`src/rtl/cgra_cfg_pkg.sv`:
```
// Shared definitions for the CGRA configuration loader: FSM encoding and
// counter sizing helpers.
package cgra_cfg_pkg;

   typedef enum logic [2:0] {
      ST_IDLE,
      ST_CLR,
      ST_LOAD,
      ST_SHIFT,
      ST_DONE
   } ldr_state_e;

   localparam int CFG_PHASE_W = 1;

   // Width needed to count from 0 up to and including n.
   function automatic int cfg_cnt_w(input int n);
      return $clog2(n + 1);
   endfunction

endpackage

```
`src/rtl/cfg_word_serializer.sv`:
```
// Word-wide shift register that hands out one bit at a time, LSB first,
// and flags when every bit of the held word has been consumed.
module cfg_word_serializer
   import cgra_cfg_pkg::*;
#(
   parameter int WORD_W = 32
) (
   input  logic              clk,
   input  logic              reset,
   input  logic              flush,
   input  logic              load,
   input  logic              shift,
   input  logic [WORD_W-1:0] word_i,
   output logic              bit_o,
   output logic              empty_o
);

   localparam int CW = cfg_cnt_w(WORD_W);

   logic [WORD_W-1:0] sr_q, sr_d;
   logic [CW-1:0]     cnt_q, cnt_d;

   always_comb begin
      sr_d  = sr_q;
      cnt_d = cnt_q;
      if (flush) begin
         cnt_d = '0;
      end else if (load) begin
         sr_d  = word_i;
         cnt_d = CW'(WORD_W);
      end else if (shift) begin
         sr_d  = {1'b0, sr_q[WORD_W-1:1]};
         cnt_d = cnt_q - CW'(1);
      end
   end

   // Only the bit counter needs a reset; stale word data is never observed
   // because an empty counter gates every use of it.
   always_ff @(posedge clk) begin
      sr_q <= sr_d;
      if (!reset) cnt_q <= '0;
      else        cnt_q <= cnt_d;
   end

   assign bit_o   = sr_q[0];
   assign empty_o = (cnt_q == '0);

endmodule

```
`src/rtl/pe_config_loader.sv`:
```
// Feeds a PE configuration scan chain: clears it, then shifts CHAIN_LEN bits
// from a valid/ready word stream while watching the chain tail for corruption.
module pe_config_loader
   import cgra_cfg_pkg::*;
#(
   parameter int WORD_W    = 32,
   parameter int CHAIN_LEN = 64,
   parameter int CLR_CYC   = 2
) (
   input  logic              clk,
   input  logic              reset,
   input  logic              start,
   input  logic [WORD_W-1:0] s_data,
   input  logic              s_valid,
   output logic              s_ready,
   output logic              config_clk,
   output logic              config_reset,
   output logic              config_in,
   input  logic              config_out,
   output logic              busy,
   output logic              done,
   output logic              err
);

   localparam int CNT_W = cfg_cnt_w(CHAIN_LEN);
   localparam int CLR_W = cfg_cnt_w(CLR_CYC);

   ldr_state_e             state_q, state_d;
   logic [CFG_PHASE_W-1:0] phase_q, phase_d;
   logic [CNT_W-1:0]       bit_cnt_q, bit_cnt_d;
   logic [CLR_W-1:0]       clr_cnt_q, clr_cnt_d;
   logic config_clk_q, config_clk_d, config_reset_q, config_reset_d;
   logic config_in_q, config_in_d, busy_q, busy_d, done_q, done_d, err_q, err_d;
   logic ser_load, ser_shift, ser_flush, ser_bit, ser_empty;

   cfg_word_serializer #(.WORD_W(WORD_W)) u_ser (
      .clk     (clk),
      .reset   (reset),
      .flush   (ser_flush),
      .load    (ser_load),
      .shift   (ser_shift),
      .word_i  (s_data),
      .bit_o   (ser_bit),
      .empty_o (ser_empty)
   );

   assign s_ready = (state_q == ST_LOAD) && ser_empty;

   always_comb begin
      state_d        = state_q;
      phase_d        = phase_q;
      bit_cnt_d      = bit_cnt_q;
      clr_cnt_d      = clr_cnt_q;
      config_clk_d   = config_clk_q;
      config_reset_d = config_reset_q;
      config_in_d    = config_in_q;
      busy_d         = busy_q;
      done_d         = 1'b0;
      err_d          = err_q;
      ser_load       = 1'b0;
      ser_shift      = 1'b0;
      ser_flush      = 1'b0;
      unique case (state_q)
         ST_IDLE: if (start) begin
            state_d        = ST_CLR;
            clr_cnt_d      = '0;
            bit_cnt_d      = '0;
            phase_d        = '0;
            config_reset_d = 1'b1;
            busy_d         = 1'b1;
            err_d          = 1'b0;
            ser_flush      = 1'b1;
         end
         ST_CLR: begin
            if (clr_cnt_q == CLR_W'(CLR_CYC - 1)) begin
               state_d        = ST_LOAD;
               config_reset_d = 1'b0;
            end else begin
               clr_cnt_d = clr_cnt_q + CLR_W'(1);
            end
         end
         ST_LOAD: if (s_valid && s_ready) begin
            // The first bit goes out with the shift state itself, so present it now.
            ser_load    = 1'b1;
            state_d     = ST_SHIFT;
            phase_d     = '0;
            config_in_d = s_data[0];
         end
         ST_SHIFT: begin
            if (phase_q == '0) begin
               config_clk_d = 1'b1;
               phase_d      = 1'b1;
               ser_shift    = 1'b1;
               if (config_out) err_d = 1'b1;
            end else begin
               config_clk_d = 1'b0;
               phase_d      = '0;
               bit_cnt_d    = bit_cnt_q + CNT_W'(1);
               if (bit_cnt_q == CNT_W'(CHAIN_LEN - 1)) begin
                  state_d     = ST_DONE;
                  done_d      = 1'b1;
                  config_in_d = 1'b0;
               end else if (ser_empty) begin
                  state_d = ST_LOAD;
               end else begin
                  config_in_d = ser_bit;
               end
            end
         end
         ST_DONE: begin
            state_d   = ST_IDLE;
            busy_d    = 1'b0;
            ser_flush = 1'b1;
         end
         default: state_d = ST_IDLE;
      endcase
   end

   always_ff @(posedge clk) begin
      if (!reset) begin
         state_q        <= ST_IDLE;
         phase_q        <= '0;
         bit_cnt_q      <= '0;
         clr_cnt_q      <= '0;
         config_clk_q   <= 1'b0;
         config_reset_q <= 1'b0;
         config_in_q    <= 1'b0;
         busy_q         <= 1'b0;
         done_q         <= 1'b0;
         err_q          <= 1'b0;
      end else begin
         state_q        <= state_d;
         phase_q        <= phase_d;
         bit_cnt_q      <= bit_cnt_d;
         clr_cnt_q      <= clr_cnt_d;
         config_clk_q   <= config_clk_d;
         config_reset_q <= config_reset_d;
         config_in_q    <= config_in_d;
         busy_q         <= busy_d;
         done_q         <= done_d;
         err_q          <= err_d;
      end
   end

   assign config_clk   = config_clk_q;
   assign config_reset = config_reset_q;
   assign config_in    = config_in_q;
   assign busy         = busy_q;
   assign done         = done_q;
   assign err          = err_q;

endmodule

```
`config.mk`:
```
export PLATFORM = sky130hd
export DESIGN_NAME = pe_config_loader
export DESIGN_NICKNAME = d
export VERILOG_FILES = /design/src/rtl/cgra_cfg_pkg.sv /design/src/rtl/cfg_word_serializer.sv /design/src/rtl/pe_config_loader.sv
export SDC_FILE = /design/constraint.sdc
export NUM_CORES = 1
export LEC_CHECK = 0
export BUFFER_PORTS_ARGS = -buffer_cell sky130_fd_sc_hd__buf_2
export CAP_MARGIN = 20
export CORE_MARGIN = 2
export CORE_UTILIZATION = 40
export CTS_CLUSTER_SIZE = 25
export DETAILED_ROUTE_END_ITERATION = 16
export SYNTH_ARGS = -nofsm -noshare
export SYNTH_HDL_FRONTEND = slang
export SYNTH_SLANG_ARGS = --single-unit
```
`constraint.sdc`:
```
create_clock -name clk -period 4.2 [get_ports clk]
set_clock_uncertainty 0.1 [all_clocks]
set_input_delay 0.84 -clock clk [delete_from_list [all_inputs] [get_ports clk]]
set_output_delay 0.84 -clock clk [all_outputs]
set_load 0.02 [all_outputs]
```
# Yosys cells after proc, flatten, opt, wreduce, memory -nomap -nowiden
# Cells that the tools add are included.
dict set report totals {
  regBits 57
  out_inout_bits 7
  input_bits 37
  elab_cells 94
}
dict set report classes {
  n_reduce_logical 22
  n_mux 39
  bitwise_logic 2
  n_eq_ne 15
  add_sub_neg 3
}
# operator count
set op_table {}
lappend op_table {{32-bit 2-to-1 mux} 2}
lappend op_table {{3-bit 2-to-1 mux} 6}
lappend op_table {{1-bit 2-to-1 mux} 16}
lappend op_table {{3-bit AND reduction} 5}
lappend op_table {{7-bit 2-to-1 mux} 2}
lappend op_table {{7-bit case mux with 2 select lines} 1}
lappend op_table {{6-bit 2-to-1 mux} 2}
lappend op_table {{2-bit inequality test (second input constant)} 6}
lappend op_table {{3-bit case mux with 4 select lines} 1}
lappend op_table {{1-bit case mux with 2 select lines} 5}
lappend op_table {{2-bit nonzero test} 5}
lappend op_table {{4-bit AND reduction} 2}
lappend op_table {{7-bit by 1-bit adder with 7-bit output (second input constant)} 1}
lappend op_table {{7-bit by 6-bit equality test with 1-bit output (second input constant)} 1}
lappend op_table {{3-bit by 2-bit equality test with 1-bit output (second input constant)} 2}
lappend op_table {{6-bit zero test} 1}
lappend op_table {{3-bit inequality test (second input constant)} 2}
lappend op_table {{6-bit by 1-bit subtractor with 6-bit output (second input constant)} 1}
lappend op_table {{5-bit AND reduction} 1}
lappend op_table {{2-bit 2-to-1 mux} 2}
lappend op_table {{2-bit case mux with 2 select lines} 1}
lappend op_table {{2-bit AND reduction} 2}
lappend op_table {{3-bit by 1-bit equality test with 1-bit output (second input constant)} 1}
lappend op_table {{3-bit equality test (second input constant)} 1}
lappend op_table {{10 further kinds} 12}

# Depth between registers and ports, before layout
# Gate-level depths: netlist of run 1.
dict set report depth {
  depth_word 7
  ltp_mapped 6
  mapped_depth_nobuf 6
}

# By module
# A second synthesis of run 1 with hierarchy kept.
dict set report hier_totals {
  cells_unflattened 221
  area_unflattened_um2 2636.3
}
# mod n_inst seq_area_each_um2 area_each_um2 cells_each
set by_module_without_submodules {}
lappend by_module_without_submodules {cfg_word_serializer 1 1081.0 1650.3 101}
lappend by_module_without_submodules {pe_config_loader 1 380.4 985.9 120}

# Least setup slack after synthesis of run 1
# Ideal clock, no wire load.
dict set report synth_timing {
  path_kind {reg-to-reg}
  startpoint {register u_ser.cnt_q[2]}
  endpoint {register u_ser.sr_q[0], enable pin}
  n_path_buf 1
  stages_incl_launch_ff 5
  required_ns 3.711
  t_arrival_ns 1.976
  setup_ns 0.389
  period_less_slack_ns 2.465
  setup_slack_ns 1.735
  path_cell_list {dfxtp_1 nor3_1 nand4_2 buf_2 nand2_1}
}
dict set report synth_between {
  elab_chain_len 7
}
# item line
set synth_rtl {}
lappend synth_rtl {{from (decl)} cfg_word_serializer.sv:21} ;# logic [CW-1:0] cnt_q, cnt_d;
lappend synth_rtl {{from (signal assigned)} cfg_word_serializer.sv:42} ;# else cnt_q <= cnt_d;
lappend synth_rtl {{6-bit zero test} cfg_word_serializer.sv:46} ;# assign empty_o = (cnt_q == '0);
lappend synth_rtl {{1-bit logical AND} pe_config_loader.sv:47} ;# assign s_ready = (state_q == ST_LOAD) && ser_empty;
lappend synth_rtl {{1-bit logical AND} pe_config_loader.sv:82} ;# ST_LOAD: if (s_valid && s_ready) begin
lappend synth_rtl {{1-bit 2-to-1 mux} pe_config_loader.sv:82}
lappend synth_rtl {{1-bit 2-to-1 mux} pe_config_loader.sv:63} ;# unique case (state_q)
lappend synth_rtl {{2-bit nonzero test (no source line)} n/a}
lappend synth_rtl {{2-bit AND reduction (no source line)} n/a}
lappend synth_rtl {{to (signal assigned)} cfg_word_serializer.sv:40} ;# sr_q <= sr_d;
lappend synth_rtl {{to (decl)} cfg_word_serializer.sv:20} ;# logic [WORD_W-1:0] sr_q, sr_d;
# No other way between the ends.
# A chain may end at the register's enable or synchronous reset.

# Worst setup path after layout of run 1
dict set report layout_timing {
  startpoint {register u_ser.cnt_q[2]}
  endpoint {output s_ready}
}
dict set report layout_between {
  elab_chain_len 2
}
# item line
set layout_rtl {}
lappend layout_rtl {{6-bit zero test} cfg_word_serializer.sv:46}
lappend layout_rtl {{1-bit logical AND} pe_config_loader.sv:47}
lappend layout_rtl {{to (decl)} pe_config_loader.sv:15} ;# output logic s_ready,
# No other way between the ends.

==> impl_metrics.ini, run 1 <==
[status]
status = finished, final reports clean

[sta]
layout_setup_ws_ns = 1.395
setup_tns_ns = 0
slew_headroom_pct = 54.65
min_period_over_period_pct = 66.78
final_max_slew_viol_count = 0
setup_viol = 0
max_freq_ghz = 0.3566
worstMarginPinSlew_ns = 0.6750
fin_crit_ns = 2.805
hold_viol = 0
rsz0062_at_grt = no

[place]
gp_congestion = 0.7447
place_ws_ns = 1.532
port_buffers = 43
place_hpwl_um = 3339

[floorplanning]
io_pins = 44
core_um2 = 6350
dieWidth_um = 84.93
die_h_um = 84.93
floorplan.initialDensity_pct = 41.26
num_rows = 29
dieArea_um2 = 7213

[worst_setup_path]
slowest_stage = nor3_1
worstPathMaxFanout = 6
start_kind = register
slowest_delay_ns = 0.58
worst-r2r-setup-slack_ns = 1.54
path_common_cell = nor3_1
crit_type = register to output pin
endpoint_kind = output pin
path_cells = nor3_1 -> nand2_1 -> nor3_1 -> buf_2
arrival_ns = 1.86
reg2reg_from = u_ser.cnt_q[2]
timing.rr.end = u_ser.sr_q[2]
required_ns = 3.26
worstRegToRegCells = 4
cp_num_buf_inv = 1
cp_top_family = simple AND/OR/NAND/NOR gates

[grt]
first_global_vias = 1707
grt_pass1_wl_um = 8224
grt-ovfl-total = 0
antenna_found_initial = 0
grt_use_total_pct = 14.91
grt_max_degree = 33

[power_and_ir_drop]
ir_worst_vdd_mv = 0.1981
pwr-share-seq_pct = 54.3
leakagePower_nw = 1.134
power.density_nw_per_um2 = 367.9
swShare_pct = 24.46
p_comb_share_pct = 7.6
power.internal_uw = 850.2
power_switching_uw = 275.3
p_clk_share_pct = 38.1

[cells_and_area]
antennaDiodeCount = 0
layout.nets = 309
drive_above_1_share_pct = 34.43
area_growth_pct = 16.76
utilization_pct = 48.18

[yosys]
synth_common_cells = edfxtp_1 (32), mux2_2 (32), dfxtp_1 (25)
ys_seq_area_share_pct = 55.78
synth.top_cell.area_share_pct = 36.68
ys.flop_type = edfxtp_1
netlist_area_um2 = 2620
synthArstFlopShare_pct = 0
synth.distinct_cells = 45
yosys_warnings = 0
synth_nets = 262
syn_inst = 221
synth-seq-cells = 57
synth_top_area_cell = edfxtp_1
synth_edf_count = 32
synth_area_leaders = edfxtp_1 (37%), dfxtp_1 (19%), mux2_2 (14%)
synth_area_per_cell_um2 = 11.86

[min_path]
holdCritStartpoint = busy
hold_end = busy
whs_path_depth = 2
hold_class = register to register

[route]
final_antenna_net_count = 0
drc = 0
routed_wl_um = 4947
via_count = 1765
vias_per_cell = 5.043
wl_per_cell_um = 14.13
first_pass_iters = 4
drt_iter0_drc = 92

[cts]
cts_resized = 0
clockBufferDepth = 2
clk_pin_slew_ns = 0.07
cts_buffers = 9
cts-htree-levels = 3
cts_tree = done
clock-sinks = 57
insertion_delay_ns = 0.33
cts-root-buf = clkbuf_8
cts_setup_buffers = 0
holdBufCountCts = 0

[flow_run]
max-cap-violations = 0
==> power groups by stage <==
stage | Clock [mW] | Combinational (mW) | Sequential (mW)
CTS | 0.444 | 0.0869 | 0.610
detailed placement | 0 | 0.0864 | 0.623
global placement | 0 | 0.0860 | 0.623
finish | 0.429 | 0.0855 | 0.611
floorplan | 0 | 0.0618 | 0.619
global route | 0.470 | 0.0971 | 0.612
==> kinds of logic after synthesis <==
group	synth area share, %
xor gates and xnor gates	2.674
buffers and inverters	3.343
AOI/OAI and AO/OA	9.121
and+or+nand+nor	12.66
DFF	55.78
adders and majority gates	1.910
muxes	14.52
==> cells in the final DEF (no fill, tap or decap), drive strengths merged, types with 2 or more instances in the layout <==
cell,synthesis,final
inv,7,7
ha,4,4
edfxtp,32,32
nor3,3,3
nand3,6,6
a21boi,2,2
a211oi,4,4
xor2,4,4
xnor2,4,4
clkbuf,4,10
dfxtp,25,25
mux2,32,32
a22oi,4,4
clkinvlp,0,2
nand2b,5,5
nor3b,3,3
nand2,9,9
o21ai,7,7
a31oi,2,2
nand4,3,3
a21o,2,2
o22ai,2,2
nor2,22,22
mux2i,2,2
o31ai,2,2
buf,6,46
a21oi,8,8
clkinv,1,5
==> tightest hold or removal path: cells and delay by family, from the launching register on <==
family	cells	cell delay (ns)
AOI/OAI and AO/OA	1	0.05
buffers and inverters	1	0.04
DFF	1	0.31
==> registers in the layout (all words and copies together), names as in the netlist <==
| register | flops |
|---|---|
| phase_q | 1 |
| bit_cnt_q | 7 |
| u_ser.sr_q | 32 |
| config_clk | 1 |
| err | 1 |
| busy | 1 |
| config_reset | 1 |
| clr_cnt_q | 2 |
| state_q | 3 |
| u_ser.cnt_q | 6 |
| done | 1 |
| config_in | 1 |
==> worst max-delay path by stage <==
stage                        start       endpoint  slack, ns  cells after the start
floorplan           u_ser.cnt_q[2]  u_ser.sr_q[0]       1.73                      4
detailed placement  u_ser.cnt_q[2]  u_ser.sr_q[8]       1.53                      4
global route        u_ser.cnt_q[2]        s_ready       1.16                      4
finish              u_ser.cnt_q[2]        s_ready       1.40                      4
global placement           s_valid  u_ser.sr_q[7]       1.62                      4
CTS                 u_ser.cnt_q[2]        s_ready       1.39                      4
==> area by class of cell <==
type	instances	area [um2]
inverters	8	30.03
repair buffers	46	237.7
clock buffers	10	127.6
multi-input cells	146	1071
flip-flops and latches	57	1461
fillers	590	3291
well taps	77	96.34
clock inverters	6	35.03
==> stage by stage <==
stage	std cells	hold slack [ns]	instance area, um2	power [mW]
2_1_floorplan	221	0.3523	2620	0.6809
3_3_place_gp	334	0.3464	2897	0.7087
3_5_place_dp	334	0.3396	2897	0.7093
4_1_cts	350	0.3503	3059	1.142
5_1_grt	350	0.3796	3059	1.180
6_report	350	0.3481	3059	1.125
==> metal layers <==
metal / routed length [um] / up-vias / GRT usage, %
met5: 0 / - / 0
met4: 91 / 0 / 7.792
met3: 195 / 9 / 4.767
met2: 2150 / 34 / 20.97
met1: 2510 / 809 / 20.56
li1: - / 913 / -
(Power assumes the default switching activity.)
==> inputs of run 2 (changes only) <==
==> constraint.sdc (replaced) <==
create_clock -name clk -period 2.25 [get_ports clk]
set_clock_uncertainty 0.1 [all_clocks]
set_input_delay 0.45 -clock clk [delete_from_list [all_inputs] [get_ports clk]]
set_output_delay 0.45 -clock clk [all_outputs]
set_load 0.02 [all_outputs]
==> run 2 against run 1 <==
Against the previous run: total power increased by 110%; via count up 3.1%; utilization up 2.4 points; register-to-register slack got worse by 1.1 ns; setup slack lost 1.2 ns; sequential share of layout area decreased by 2.3 points; non-clock buffer count increased by 6; routed wire length grew 0.53%; critical path depth up 2; cell area up 4.9%; first-iteration DRC count is the same; clock power increased to 2.5 times the previous value.
==> impl_metrics.ini, run 2 (synthesis results as in run 1) <==
[status]
status = finished, final reports clean

[route]
vias_per_cell = 5.110
drc = 0
via_count = 1819
routed_wl_um = 4973
final_antenna_net_count = 0
drt_iter0_drc = 92
first_pass_iters = 4
wl_per_cell_um = 13.97

[grt]
first_global_vias = 1722
grt_use_total_pct = 14.41
grt_max_degree = 36
antenna_found_initial = 0
grt-ovfl-total = 0
grt_pass1_wl_um = 7955

[min_path]
whs_path_depth = 3
hold_class = input pin to register

[worst_setup_path]
slowest_delay_ns = 0.33
path_cells = inv_1 -> ha_1 -> nor2b_4 -> nand2_1 -> nor3_2 -> buf_4
worstPathMaxFanout = 5
endpoint_kind = output pin
cp_num_buf_inv = 2
cp_top_family = simple AND/OR/NAND/NOR gates
required_ns = 1.70
arrival_ns = 1.49
worst-path-stages = 6
crit_type = register to output pin
worstRegToRegCells = 5
start_kind = register
slowest_stage = dfxtp_1

[cells_and_area]
reg_top3 = u_ser.sr_q x32, bit_cnt_q x7, u_ser.cnt_q x6
area_growth_pct = 22.54
layout_commonest_cell = buf_2
top_register = u_ser.sr_q
drive_above_1_share_pct = 37.28
final_cell_mix = buf_2 (42), mux2_2 (32), edfxtp_1 (32)
largest_reg_flops = 32
final_area_um2 = 3211
antennaDiodeCount = 0
layout.nets = 315

[sta]
rsz0062_at_grt = no
final_max_slew_viol_count = 0
fin_crit_ns = 2.045
setup_tns_ns = 0
hold_viol = 0
worstMarginPinSlew_ns = 0.4460
min_period_over_period_pct = 90.89
setup_viol = 0
max_freq_ghz = 0.4890
slew_headroom_pct = 69.95

[floorplanning]
die_h_um = 84.93
num_rows = 29
floorplan.initialDensity_pct = 41.26
dieWidth_um = 84.93
core_um2 = 6350
dieArea_um2 = 7213
io_pins = 44

[cts]
cts-root-buf = clkbuf_8
clockBufferDepth = 2
clock-sinks = 57
insertion_delay_ns = 0.34
clk_pin_slew_ns = 0.07
cts-htree-levels = 3
cts_buffers = 9
cts_tree = done

[place]
place_hpwl_um = 3376
port_buffers = 43
placed_area_um2 = 2969
gp_congestion = 0.8351

[power_and_ir_drop]
leakagePower_nw = 1.211
ir_worst_vdd_mv = 0.4056
finalPower_mw = 2.404
power.density_nw_per_um2 = 748.8

[flow_run]
max-cap-violations = 0
## run 2: report_power, final
group / switching (mW) / total [mW] / internal [mW] / leakage, nW
Clock: 0.457 / 1.09 / 0.634 / 0.110
Sequential: 0.0163 / 1.13 / 1.12 / 0.490
Combinational: 0.0911 / 0.180 / 0.0888 / 0.611
## run 2: metal layers
| metal | share of wire [%] | track usage (%) |
|---|---|---|
| met1 | 50 | 19.49 |
| met2 | 44 | 20.62 |
| met3 | 3.8 | 4.572 |
| met4 | 2.5 | 7.792 |
| met5 | 0 | 0 |
## run 2: area by class of cell
cell class                 instances  area (um2)
sequential                        57        1461
multi-input combinational        146        1086
timing repair buffer              52       310.3
clock inverter                     7       102.6
inverter                           8       30.03
tap                               77       96.34
clock buffer                       9       123.9
fill                             584        3139
## run 2: stage by stage
step / util [%] / worst slack, ns / instances / hold WS (ns)
after floorplan: - / 0.08615 / 221 / 0.3523
after global placement: 46.76 / 0.3253 / 340 / 0.3397
after detailed placement: 46.76 / 0.2637 / 340 / 0.3429
after CTS: 50.36 / 0.01611 / 356 / 0.2212
after global routing: 50.56 / 0.01347 / 356 / 0.2675
final: 50.56 / 0.2051 / 356 / 0.2372
## run 2: tightest hold or removal path, stage by stage
cell,delay (ns)
buf_2,0.10
nand2_1,0.04
a21oi_1,0.05
## run 2: what timing repair did
| action | 4_1_cts | 5_1_grt |
|---|---|---|
| setup buffers | 0 | 0 |
| hold buffers | 0 | 0 |
| resized for setup | 1 | 3 |
| setup endpoints to repair | 1 | 1 |
| pin swaps | 0 | 1 |
## run 2: worst paths after layout
path | from | to | slack [ns]
min | config_out | err | 0.24
max | u_ser.cnt_q[0] | s_ready | 0.21
max reg2reg | state_q[2] | config_in | 0.41
min reg2reg | busy | busy | 0.35
